File: src/rtl/ras_stack_if.sv
// Return address stack port bundle: push/pop/restore requests from the
// fetch predictor and the top-of-stack / pointer exports back to it.
interface ras_stack_if #(
  parameter int LOG_RAS_ENTRIES = 4,
  parameter int PC_W            = 38
);
  logic                       push_valid;
  logic [PC_W-1:0]            push_pc38;
  logic                       pop_valid;
  logic                       ret_valid;
  logic [PC_W-1:0]            ret_pc38;
  logic [LOG_RAS_ENTRIES-1:0] ras_index;
  logic [LOG_RAS_ENTRIES:0]   ras_count;
  logic                       restore_valid;
  logic [LOG_RAS_ENTRIES-1:0] restore_ras_index;
  logic [LOG_RAS_ENTRIES:0]   restore_ras_count;

  // Fetch predictor side: issues requests, consumes the stack top.
  modport master (
    output push_valid, push_pc38, pop_valid,
    output restore_valid, restore_ras_index, restore_ras_count,
    input  ret_valid, ret_pc38, ras_index, ras_count
  );

  // Stack side: accepts requests, exports the stack top and pointers.
  modport slave (
    input  push_valid, push_pc38, pop_valid,
    input  restore_valid, restore_ras_index, restore_ras_count,
    output ret_valid, ret_pc38, ras_index, ras_count
  );
endinterface

File: src/rtl/ras_stack.sv
// Circular return address stack for the fetch predictor. Pushes fall-through
// PCs on calls, supplies the top entry combinationally for return redirects,
// and exports/accepts {index, count} for branch checkpoint restore.
module ras_stack #(
  parameter int          RAS_ENTRIES     = 16,
  parameter int          LOG_RAS_ENTRIES = $clog2(RAS_ENTRIES),
  parameter logic [37:0] INIT_RET_PC38   = 38'h0
) (
  input logic          clk,
  input logic          rst_n,
  ras_stack_if.slave   bus
);

  typedef logic [LOG_RAS_ENTRIES-1:0] ras_idx_t;
  typedef logic [LOG_RAS_ENTRIES:0]   ras_cnt_t;
  typedef logic [37:0]                pc38_t;

  localparam ras_cnt_t CNT_MAX = ras_cnt_t'(RAS_ENTRIES);
  localparam ras_idx_t IDX_ONE = ras_idx_t'(1);
  localparam ras_cnt_t CNT_ONE = ras_cnt_t'(1);

  pc38_t    stack_q [RAS_ENTRIES];
  ras_idx_t index_q, index_d;
  ras_cnt_t count_q, count_d;

  logic     wr_en;
  ras_idx_t wr_idx;

  // Next pointer/count and the single entry write, in priority order:
  // restore, push, pop, push+pop (replace top), hold.
  always_comb begin
    // NOTE: every always_comb output gets a default first so no path leaves
    // it unassigned, which would otherwise infer a latch.
    index_d = index_q;
    count_d = count_q;
    wr_en   = 1'b0;
    wr_idx  = index_q;

    if (bus.restore_valid) begin
      index_d = bus.restore_ras_index;
      count_d = (bus.restore_ras_count > CNT_MAX) ? CNT_MAX : bus.restore_ras_count;
    end else if (bus.push_valid && !bus.pop_valid) begin
      // Index wraps modulo the depth, so a push when full overwrites the oldest entry.
      index_d = index_q + IDX_ONE;
      wr_en   = 1'b1;
      wr_idx  = index_q + IDX_ONE;
      count_d = (count_q == CNT_MAX) ? count_q : count_q + CNT_ONE;
    end else if (bus.pop_valid && !bus.push_valid) begin
      // Popping an empty stack still moves the pointer; only the count saturates.
      index_d = index_q - IDX_ONE;
      count_d = (count_q == '0) ? '0 : count_q - CNT_ONE;
    end else if (bus.pop_valid && bus.push_valid) begin
      wr_en   = 1'b1;
      count_d = (count_q == '0) ? CNT_ONE : count_q;
    end
  end

  // Pointer and count registers.
  always_ff @(posedge clk or negedge rst_n) begin
    // NOTE: sequential state uses non-blocking assignments so every flop
    // samples pre-edge values regardless of statement order.
    if (!rst_n) begin
      index_q <= '0;
      count_q <= '0;
    end else begin
      index_q <= index_d;
      count_q <= count_d;
    end
  end

  // Flop-based stack storage with one write port.
  always_ff @(posedge clk or negedge rst_n) begin
    // NOTE: this storage is deliberately reset, since a return taken before any
    // push must read a known address; that rules out mapping it to an SRAM.
    if (!rst_n) begin
      for (int i = 0; i < RAS_ENTRIES; i++) stack_q[i] <= INIT_RET_PC38;
    end else if (wr_en) begin
      stack_q[wr_idx] <= bus.push_pc38;
    end
  end

  // Zero-latency read of the top; the data is not qualified by ret_valid.
  assign bus.ret_pc38  = stack_q[index_q];
  assign bus.ret_valid = (count_q != '0);
  assign bus.ras_index = index_q;
  assign bus.ras_count = count_q;

endmodule

File: src/flat_wrapper.sv
// flat-port wrapper written by rule: the top's interface ports become plain ports
module ras_stack_flat 
#(
  parameter int          RAS_ENTRIES     = 16,
  parameter int          LOG_RAS_ENTRIES = $clog2(RAS_ENTRIES),
  parameter logic [37:0] INIT_RET_PC38   = 38'h0
)
  (clk, rst_n, bus_push_valid, bus_push_pc38, bus_pop_valid, bus_restore_valid, bus_restore_ras_index, bus_restore_ras_count, bus_ret_valid, bus_ret_pc38, bus_ras_index, bus_ras_count);
  ras_stack_if #(.LOG_RAS_ENTRIES(LOG_RAS_ENTRIES)) bus_i ();
  input logic clk;
  input logic rst_n;
  input wire logic [$bits(bus_i.push_valid)-1:0] bus_push_valid;
  input wire logic [$bits(bus_i.push_pc38)-1:0] bus_push_pc38;
  input wire logic [$bits(bus_i.pop_valid)-1:0] bus_pop_valid;
  input wire logic [$bits(bus_i.restore_valid)-1:0] bus_restore_valid;
  input wire logic [$bits(bus_i.restore_ras_index)-1:0] bus_restore_ras_index;
  input wire logic [$bits(bus_i.restore_ras_count)-1:0] bus_restore_ras_count;
  output wire logic [$bits(bus_i.ret_valid)-1:0] bus_ret_valid;
  output wire logic [$bits(bus_i.ret_pc38)-1:0] bus_ret_pc38;
  output wire logic [$bits(bus_i.ras_index)-1:0] bus_ras_index;
  output wire logic [$bits(bus_i.ras_count)-1:0] bus_ras_count;
  assign bus_i.push_valid = bus_push_valid;
  assign bus_i.push_pc38 = bus_push_pc38;
  assign bus_i.pop_valid = bus_pop_valid;
  assign bus_i.restore_valid = bus_restore_valid;
  assign bus_i.restore_ras_index = bus_restore_ras_index;
  assign bus_i.restore_ras_count = bus_restore_ras_count;
  assign bus_ret_valid = bus_i.ret_valid;
  assign bus_ret_pc38 = bus_i.ret_pc38;
  assign bus_ras_index = bus_i.ras_index;
  assign bus_ras_count = bus_i.ras_count;
  ras_stack #(.RAS_ENTRIES(RAS_ENTRIES), .LOG_RAS_ENTRIES(LOG_RAS_ENTRIES), .INIT_RET_PC38(INIT_RET_PC38)) u_core (.clk(clk), .rst_n(rst_n), .bus(bus_i));
endmodule
File: config.mk
export PLATFORM = sky130hd
export DESIGN_NAME = ras_stack_flat
export DESIGN_NICKNAME = d
export VERILOG_FILES = /design/src/rtl/ras_stack_if.sv /design/src/rtl/ras_stack.sv /design/src/flat_wrapper.sv
export SDC_FILE = /design/constraint.sdc
export NUM_CORES = 1
export LEC_CHECK = 0
export ABC_AREA = 1
export CAP_MARGIN = 20
export CORE_UTILIZATION = 35
export CTS_CLUSTER_DIAMETER = 30
export DETAILED_ROUTE_END_ITERATION = 10
export SETUP_SLACK_MARGIN = 0.2
export SKIP_CTS_REPAIR_TIMING = 1
export SLEW_MARGIN = 20
export SYNTH_ARGS = -nofsm -noshare
export SYNTH_HDL_FRONTEND = slang
export SYNTH_SLANG_ARGS = --single-unit
export TNS_END_PERCENT = 5
File: constraint.sdc
create_clock -name clk -period 3.9 [get_ports clk]
set_input_delay 1.17 -clock clk [delete_from_list [all_inputs] [get_ports clk]]
set_output_delay 1.17 -clock clk [all_outputs]
set_load 0.02 [all_outputs]
; Yosys cells after proc, flatten, opt, wreduce, memory -nomap -nowiden
; Cells that the tools add are included.
[totals]
regBits = 617
inputBits = 52
output_inout_bits = 48
elab_cells = 65
[classes]
n_addsub = 4
magnitude_cmp = 4
eq_ne = 2
mux = 23
bitwise_logic = 2
n_reduce_logical = 12
[op_table]
columns = op, n
row1 = 608-bit bitwise mux, 1
row2 = 38-bit binary-select mux with 4-bit select, 1
row3 = 38-bit demux with 4-bit select, 1
row4 = 38-bit 2-to-1 mux, 3
row5 = 5-bit 2-to-1 mux, 8
row6 = 4-bit 2-to-1 mux, 5
row7 = "5-bit greater-or-equal comparator, second input constant", 2
row8 = 4-bit NOT with 5-bit output, 2
row9 = 4-bit nonzero test, 2
row10 = "5-bit by 1-bit adder with 5-bit output, second input constant", 1
row11 = "5-bit equality test, second input constant", 1
row12 = "5-bit > comparator, second input constant", 1
row13 = 5-bit zero test, 1
row14 = "5-bit by 1-bit < comparator with 1-bit output, second input constant", 1
row15 = 5-bit nonzero test, 1
row16 = "5-bit by 1-bit subtractor with 5-bit output, second input constant", 1
row17 = "4-bit by 1-bit adder with 4-bit output, second input constant", 1
row18 = 1-bit logical AND, 4
row19 = 1-bit 2-to-1 mux, 4
row20 = "4-bit by 1-bit subtractor with 4-bit output, second input constant", 1
row21 = "3-bit != test, second input constant", 1
row22 = 3-bit AND reduction, 1
row23 = 3-bit nonzero test, 1
row24 = 1-bit zero test, 2

; Logic depth before layout (Yosys ltp)
; Gate-level depths: netlist (run 1).
[logic_depth]
depth_word = 10
mapped_depth = 15
depth_no_buf = 11

; Worst setup path before layout (run 1)
; No wires, ideal clock.
[synth_path]
path_kind = flip-flop to output port
startpoint = register u_core.index_q[0], in the netlist u_core.bus.ras_index[0]
endpoint = output bus_ret_pc38[25]
arrival_time_ns = 1.923
setup_slack_ns = 0.807
path_stages_with_launch = 9
n_path_buf = 3
path_cell_list = dfrtp_1 inv_2 clkbuf_1 clkbuf_1 clkbuf_1 o21ai_0 o211ai_1 nand3_1 nand2_1
[synth_via]
elab_chain_len = 4
[synth_rtl]
columns = element, line_no
row1 = "start, declared", ras_stack.sv:23  ; ras_idx_t index_q, index_d;
row2 = "start signal, assigned", ras_stack.sv:66  ; index_q <= index_d;
row3 = 4-bit NOT with 5-bit output (not written as such), ras_stack.sv:83  ; assign bus.ret_pc38 = stack_q[index_q];
row4 = 38-bit binary-select mux with 4-bit select, ras_stack.sv:83
row5 = 38-bit 2-to-1 mux (not written as such) (2 in series), ras_stack.sv:83
row6 = "end, declared", flat_wrapper.sv:19  ; output wire logic [$bits(bus_i.ret_pc38)-1:0] bus_ret_pc38;
; No other way between the ends. The select of a mux whose other input is x is not followed.

; Worst setup path in the final report (run 1)
[layout_path]
startpoint = register u_core.index_q[0], in the netlist u_core.bus.ras_index[0]
endpoint = output bus_ret_pc38[0]
; The elaborated chain is that of the path after synthesis.

==> results.txt, run 1 <==
The maximum buffer depth of the clock tree came out at 3. Setup repair after global routing could not meet its margin everywhere. The minimum clock period is 3.83 ns. Port buffering added 99 buffers.

TritonCTS built the clock tree. The die width is 300 um. The layout overhead on the synthesized area is 26.3%. The final setup violation count came out at 0.

The total count of max-transition violations in the final report is 0. The flip-flop and latch count after synthesis is 617. The pre-CTS setup slack is 0.133 ns. The total wirelength of the detailed-routed design came out at 119,000 um. The per-cell routed wire length is 22.3 um. Dividing the final minimum period by the clock period gives 98.2%. The maximum fanout encountered on the critical timing path came out at 6. STA classifies the critical path startpoint as a flip-flop. The via count of the first global-routing pass came out at 29,400.

The beginning of the worst register-to-register path is u_core.bus.ras_index[0]. Based on the critical path, the design can be clocked at up to 261 MHz. The slew at the pin with the worst max-slew slack is 0.796 ns. The vias after detailed routing is 30,200. The total power density per cell area came out at 768 nW/um2. Global routing used 25.4% of the available tracks across all layers. Counting distinct cell types in the post-synthesis netlist gives 27. The number of nets at the end of the flow is 4,119. The critical path required time came out at 2.73 ns. The post-synthesis cell count is 4,063. The number of antenna violations at the first check in global routing is 12.

For this run, design rule violations remaining after detail routing come to 0. The final cell area excluding filler cells is 39,300 um2. The worst-case vdd ir drop came out at 0.000460 V. Cells with a size suffix above 1 make up 12.4% of the layout. The first global-routing pass estimated 178,000 um of wire. The sequential area share after synthesis is 49.7%.

The CTS buffer count came out at 139. The number of nets with antenna violations after detailed routing came out at 0. The setup slack of the critical path after layout came out at 0.0713 ns. The flow ran to the end, and the final reports show no timing, DRC or antenna violations.

The reg-to-reg setup timing slack is 0.93 ns. The min-delay analysis places its worst path in the category in2async. The placer's final routability congestion estimate is 0.822. The die area came out at 90,000 um2. The initial standard-cell utilization of the core came out at 35.6%.

The maximum level of the CTS H-tree is 4. The total number of placement rows is 108. Once detailed placement completed, the half-perimeter wirelength came to 64,900 um. The reg-to-reg critical path endpoint is u_core.stack_q[130]. The number of cells on the worst reg-to-reg path is 14.

For the worst setup path, the data arrival time is 2.66 ns. 100 I/O pins were placed. The critical path in this run is classified as reg2out.

The residual overflow from global routing came out at 0. Max-cap violations in this run came to 0. The clock tree root driver cell is sky130_fd_sc_hd__clkbuf_16. The post-detailed-placement cell area came out at 33,600 um2. The worst relative slew slack is 46.8%.

The worst hold margin is 0.411 ns. The post-synth net total came out at 4,122. The clock sink count came out at 617.

The via-per-instance ratio came out at 5.67. The leakage power summed over all cells came out at 18.9 nW. The library cell used most frequently in the layout, excluding fill and tap cells, is sky130_fd_sc_hd__nand2_1.

Entering global routing, the biggest net connects 101 pins. In this run the mean area of a mapped cell was 7.65 um2. The total count of hold-check failures in the final report came out at 0. The register clock-pin slew on the reported worst setup and hold paths is 0.05 ns. The total area inside the core boundary comes to 87,400 um2. The cell area that synthesis handed to floorplanning was 31,100 um2. The worst setup path is captured at a primary output.

The clock tree skew after final layout came out at 0.0203 ns. The iteration-0 DRC count of the detailed router is 3,075. In the layout the commonest cells are 1,283 x sky130_fd_sc_hd__nand2_1, 613 x sky130_fd_sc_hd__dfrtp_1, 463 x sky130_fd_sc_hd__nor2_1. The latest clock arrival within the worst-skew pair came out at 0.73 ns. The number of synthesis warnings is 0. The floorplan step set the die height to 300 um. The first-pass detailed-route iteration total came out at 5.
## worst max-delay path by stage
stage                                        from             endpoint  slack [ns]
after floorplan           u_core.bus.ras_index[0]     bus_ret_pc38[25]        0.81
after global placement              bus_pop_valid  u_core.stack_q[151]        0.19
after detailed placement           bus_push_valid  u_core.stack_q[150]        0.13
after CTS                 u_core.bus.ras_index[0]      bus_ret_pc38[5]       -0.41
after global routing      u_core.bus.ras_index[0]      bus_ret_pc38[0]        0.03
final                     u_core.bus.ras_index[0]      bus_ret_pc38[0]        0.07
## flip-flops by register name, summed over array words and instances, names as in the netlist
register,flops
u_core.bus.ras_count,5
u_core.bus.ras_index,4
u_core.stack_q,608
## cell usage after synthesis
master	count	area [um2]
sky130_fd_sc_hd__o211ai_1	155	1160
sky130_fd_sc_hd__nand2_2	2	12.5
sky130_fd_sc_hd__clkinv_2	2	10.0
sky130_fd_sc_hd__ha_1	7	87.6
sky130_fd_sc_hd__inv_1	14	52.6
sky130_fd_sc_hd__nand3_2	5	50.1
sky130_fd_sc_hd__clkinv_1	1	3.75
sky130_fd_sc_hd__a21oi_1	7	35.0
sky130_fd_sc_hd__buf_1	49	184
sky130_fd_sc_hd__nor2_4	3	33.8
sky130_fd_sc_hd__nand2_4	1	11.3
sky130_fd_sc_hd__nor2_2	5	31.3
sky130_fd_sc_hd__nand4_1	307	1920
sky130_fd_sc_hd__buf_2	102	510
sky130_fd_sc_hd__o21ai_2	2	17.5
sky130_fd_sc_hd__o21a_1	1	7.51
sky130_fd_sc_hd__nor2_1	477	1790
sky130_fd_sc_hd__nand3_1	100	500
sky130_fd_sc_hd__buf_6	8	90.1
sky130_fd_sc_hd__o21ai_0	457	2290
sky130_fd_sc_hd__buf_4	31	233
sky130_fd_sc_hd__inv_2	7	26.3
sky130_fd_sc_hd__dfrtp_1	617	15400
sky130_fd_sc_hd__clkbuf_1	243	912
sky130_fd_sc_hd__xnor2_1	1	8.76
sky130_fd_sc_hd__nand2_1	1299	4880
sky130_fd_sc_hd__o21ai_1	160	801
## cell type report
| type | count | area (um2) |
|---|---|---|
| Sequential cell | 617 | 15400 |
| Antenna cell | 7 | 17.5 |
| Tap cell | 1155 | 1450 |
| Timing Repair inverter | 3 | 31.3 |
| Timing Repair Buffer | 286 | 3530 |
| Clock inverter | 54 | 743 |
| Multi-Input combinational cell | 2989 | 13900 |
| Fill cell | 8512 | 48100 |
| Clock buffer | 194 | 4070 |
| Inverter | 24 | 140 |
## routing by layer
layer | track usage (%) | share of wire, %
met5 | 0 | 0.045
met3 | 5.45 | 8.4
met2 | 39.9 | 47
met1 | 34.6 | 43
met4 | 9.12 | 2.5
## critical path, cell delays in order (launching register included)
cell                        delay (ns)
sky130_fd_sc_hd__dfrtp_4          0.52
sky130_fd_sc_hd__buf_12           0.15
sky130_fd_sc_hd__clkbuf_16        0.17
sky130_fd_sc_hd__buf_8            0.14
sky130_fd_sc_hd__buf_12           0.14
sky130_fd_sc_hd__nor2_2           0.09
sky130_fd_sc_hd__nor2_1           0.05
sky130_fd_sc_hd__o21ai_1          0.09
sky130_fd_sc_hd__o211ai_1         0.12
sky130_fd_sc_hd__nand3_1          0.14
sky130_fd_sc_hd__nand2_2          0.14
sky130_fd_sc_hd__buf_6            0.16
## logic make-up after synthesis
logic type	synth area share, %
AO/OA/AOI/OAI	13.9
XOR/XNOR	0.0282
adder cells (fa/ha/maj)	0.282
buffers and inverters	6.50
flip-flops	49.7
AND/OR/NAND/NOR	29.7
## per-stage QoR
step           utilization [%]  setup TNS, ns  total power, mW  instances
2_1_floorplan                -              0             14.9       4063
3_3_place_gp              38.5              0             17.5       5038
3_5_place_dp              38.5              0             17.7       5038
4_1_cts                   44.0         -10.44             29.8       5286
5_1_grt                   44.9              0             31.9       5327
6_report                  44.9              0             30.2       5329
## power by group
group | switching (mW) | internal, mW | total [mW]
Sequential | 1.37 | 9.06 | 10.4
Combinational | 4.93 | 2.78 | 7.72
Clock | 3.77 | 8.26 | 12.0
Total | 10.1 | 20.1 | 30.2
No activity file was read; power rests on OpenSTA's default activity.
==> run 2, diff against run 1 <==
Settings changed: CTS_BUF_LIST set to sky130_fd_sc_hd__clkbuf_16, CTS_CLUSTER_SIZE set to 24.
==> run 2 against run 1 <==
Compared with the run above:
- fmax hardly changed
- sequential power hardly changed
- via count is 0.68% lower
- critical path type unchanged
- largest cell class unchanged
- highest routed layer unchanged
==> results.txt, run 2 (synthesis gave the netlist of run 1 again) <==
The flow ran to the end, and the final reports show no timing, DRC or antenna violations. Relative to the synthesized area, the layout overhead comes to 25.4%. The clock power share came out at 38.7%.

The total count of hold-check failures in the final report came out at 0. The most frequent standard cell in the layout excluding fill and tap cells is sky130_fd_sc_hd__nand2_1. The clock sink count is 617. The number of nets with antenna violations after detailed routing is 0. The first-pass detailed-route iteration total came out at 5. Derived from the worst setup path, the maximum achievable clock frequency is 261 MHz.

In this run the deepest clock path goes through 3 buffers. Registers are responsible for 35.3% of the overall power. The reg-to-reg setup timing slack is 0.91 ns. In this run the worst path has a maximum fanout of 6.

The pin count of the biggest net entering global routing is 101. The core box area came out at 87,400 um2. The via count of the first global-routing pass came to 29,400. Setup repair after global routing could not meet its margin everywhere. The per-cell routed wire length is 22.3 um. Measured against its own limit, the worst slew margin works out to 46.6%. Data on the critical path is required at its endpoint by 2.73 ns. The total count of max-transition violations in the final report is 0. The number of antenna violations at the first check in global routing is 13. The latest clock arrival within the worst-skew pair came out at 0.73 ns. More flip-flops sit in one register than any other, and that register is u_core.stack_q. After clock tree synthesis, the clock-pin slew on the worst setup and hold paths is 0.05 ns.

The share of final-layout standard cells stronger than drive strength 1 is 11.8%. The final layout contains 4,119 nets. The endpoint type of the worst setup path is a primary output. The number of cells on the worst reg-to-reg path came out at 14. The proportion of power drawn by combinational gates is 26.0%. The final critical-path share of the clock period came out at 98.2%. The top-level I/O count is 100. The switching component of the power came out at 10.0 mW. The placer's final routability congestion estimate is 0.822. The placed instances occupy a cell area of 33,600 um2. The minimum clock period is 3.83 ns. The clock tree skew after final layout is 0.0182 ns. The first global-routing pass estimated 178,000 um of wire. The total number of placement rows is 108. The critical path in this run is classified as reg2out. The source of the critical timing path is u_core.bus.ras_index[0]. The CTS buffer count came out at 139. The worst-case vdd ir drop came out at 0.000435 V. The flip-flop count of the largest register, all copies and words added came out at 608. The max-capacitance violation count came out at 0. The worst register-to-register path begins at u_core.bus.ras_index[0]. The maximum level of the CTS H-tree came out at 4. The root buffer cell chosen for the clock tree is sky130_fd_sc_hd__clkbuf_16.

The total wirelength of the detailed-routed design came out at 119,000 um. The overall global routing resource usage is 25.4%. The via-per-instance ratio is 5.63. The total power density per cell area is 758 nW/um2. The worst hold margin is 0.412 ns. The internal power of the cells totals 19.5 mW. Of the total power, the share spent switching nets is 34.0%. The min-delay analysis places its worst path in the category in2async. The final cell area excluding filler cells is 39,000 um2.

The initial standard-cell utilization of the core came out at 35.6%. The HPWL after detailed placement came out at 64,900 um. The arrival time at the worst endpoint came out at 2.66 ns. The critical path ends at bus_ret_pc38[0]. TritonCTS built the clock tree. In this run the critical register-to-register path is captured at u_core.stack_q[130]. The top cell types in the final layout, fill and taps aside, are 1,283 x sky130_fd_sc_hd__nand2_1, 613 x sky130_fd_sc_hd__dfrtp_1, 464 x sky130_fd_sc_hd__nor2_1. The worst setup path is launched from a flip-flop.

The die width is 300 um. The leakage power summed over all cells is 18.9 nW. The total DRC errors in the routed layout came out at 0.

Across all layers, the routed design uses 30,000 vias. The die height came out at 300 um. At the pin with the least slew margin, the transition time is 0.798 ns. The die covers 90,000 um2. The final setup violation count came out at 0. The total overflow left after global routing is 0. The iteration-0 DRC count of the detailed router came out at 3,230. Input and output buffers added on the ports amount to 99.
run 2: how the worst min path moves through the flow:
stage	start	slack (ns)	endpoint
after floorplan	u_core.stack_q[304]	0.44	u_core.stack_q[304]
after global placement	u_core.stack_q[317]	0.45	u_core.stack_q[317]
after detailed placement	u_core.stack_q[534]	0.45	u_core.stack_q[534]
after CTS	rst_n	0.43	u_core.stack_q[225]
after global routing	rst_n	0.44	u_core.stack_q[225]
final	rst_n	0.41	u_core.stack_q[225]
run 2: power by group through the flow:
| stage | Clock, mW | Sequential [mW] | Combinational (mW) |
|---|---|---|---|
| after global placement | 0 | 10.4 | 7.16 |
| after global routing | 11.9 | 10.7 | 8.62 |
| after floorplan | 0 | 10.1 | 4.85 |
| after CTS | 11.5 | 10.3 | 7.33 |
| after detailed placement | 0 | 10.4 | 7.30 |
| final | 11.4 | 10.4 | 7.68 |
run 2: cell type report:
| type | instances | area, um2 |
|---|---|---|
| flip-flops and latches | 617 | 15400 |
| diodes | 5 | 12.5 |
| inverters | 24 | 140 |
| well taps | 1155 | 1450 |
| fillers | 8552 | 48400 |
| repair inverters | 3 | 31.3 |
| multi-input cells | 2989 | 13900 |
| clock buffers | 145 | 3630 |
| clock inverters | 103 | 927 |
| repair buffers | 286 | 3510 |
run 2: stage by stage:
step	setup TNS (ns)	cells	util (%)	power (mW)	setup slack, ns
floorplan	0	4063	-	14.9	0.807
global placement	0	5038	38.5	17.5	0.186
detailed placement	0	5038	38.5	17.7	0.133
CTS	-10.42	5286	43.7	29.2	-0.405
global route	0	5326	44.6	31.2	0.0156
finish	0	5327	44.6	29.5	0.0685
run 2: worst max-delay path, cell delays in order, from the launching register on:
cell	delay, ns
sky130_fd_sc_hd__dfrtp_4	0.52
sky130_fd_sc_hd__buf_12	0.15
sky130_fd_sc_hd__clkbuf_16	0.17
sky130_fd_sc_hd__buf_8	0.14
sky130_fd_sc_hd__buf_12	0.14
sky130_fd_sc_hd__nor2_2	0.09
sky130_fd_sc_hd__nor2_1	0.05
sky130_fd_sc_hd__o21ai_0	0.09
sky130_fd_sc_hd__o211ai_1	0.14
sky130_fd_sc_hd__nand3_1	0.14
sky130_fd_sc_hd__nand2_2	0.14
sky130_fd_sc_hd__buf_6	0.17
run 2: layer usage:
metal / GRT usage [%] / vias to the layer above / routed length, um / share of wire [%]
met3: 5.50 / 237 / 10600 / 8.9
met1: 34.5 / 14700 / 49900 / 42
met4: 8.78 / 10 / 3050 / 2.6
met5: 0 / - / 72 / 0.061
li1: - / 13600 / - / -
met2: 40.0 / 1419 / 54900 / 46
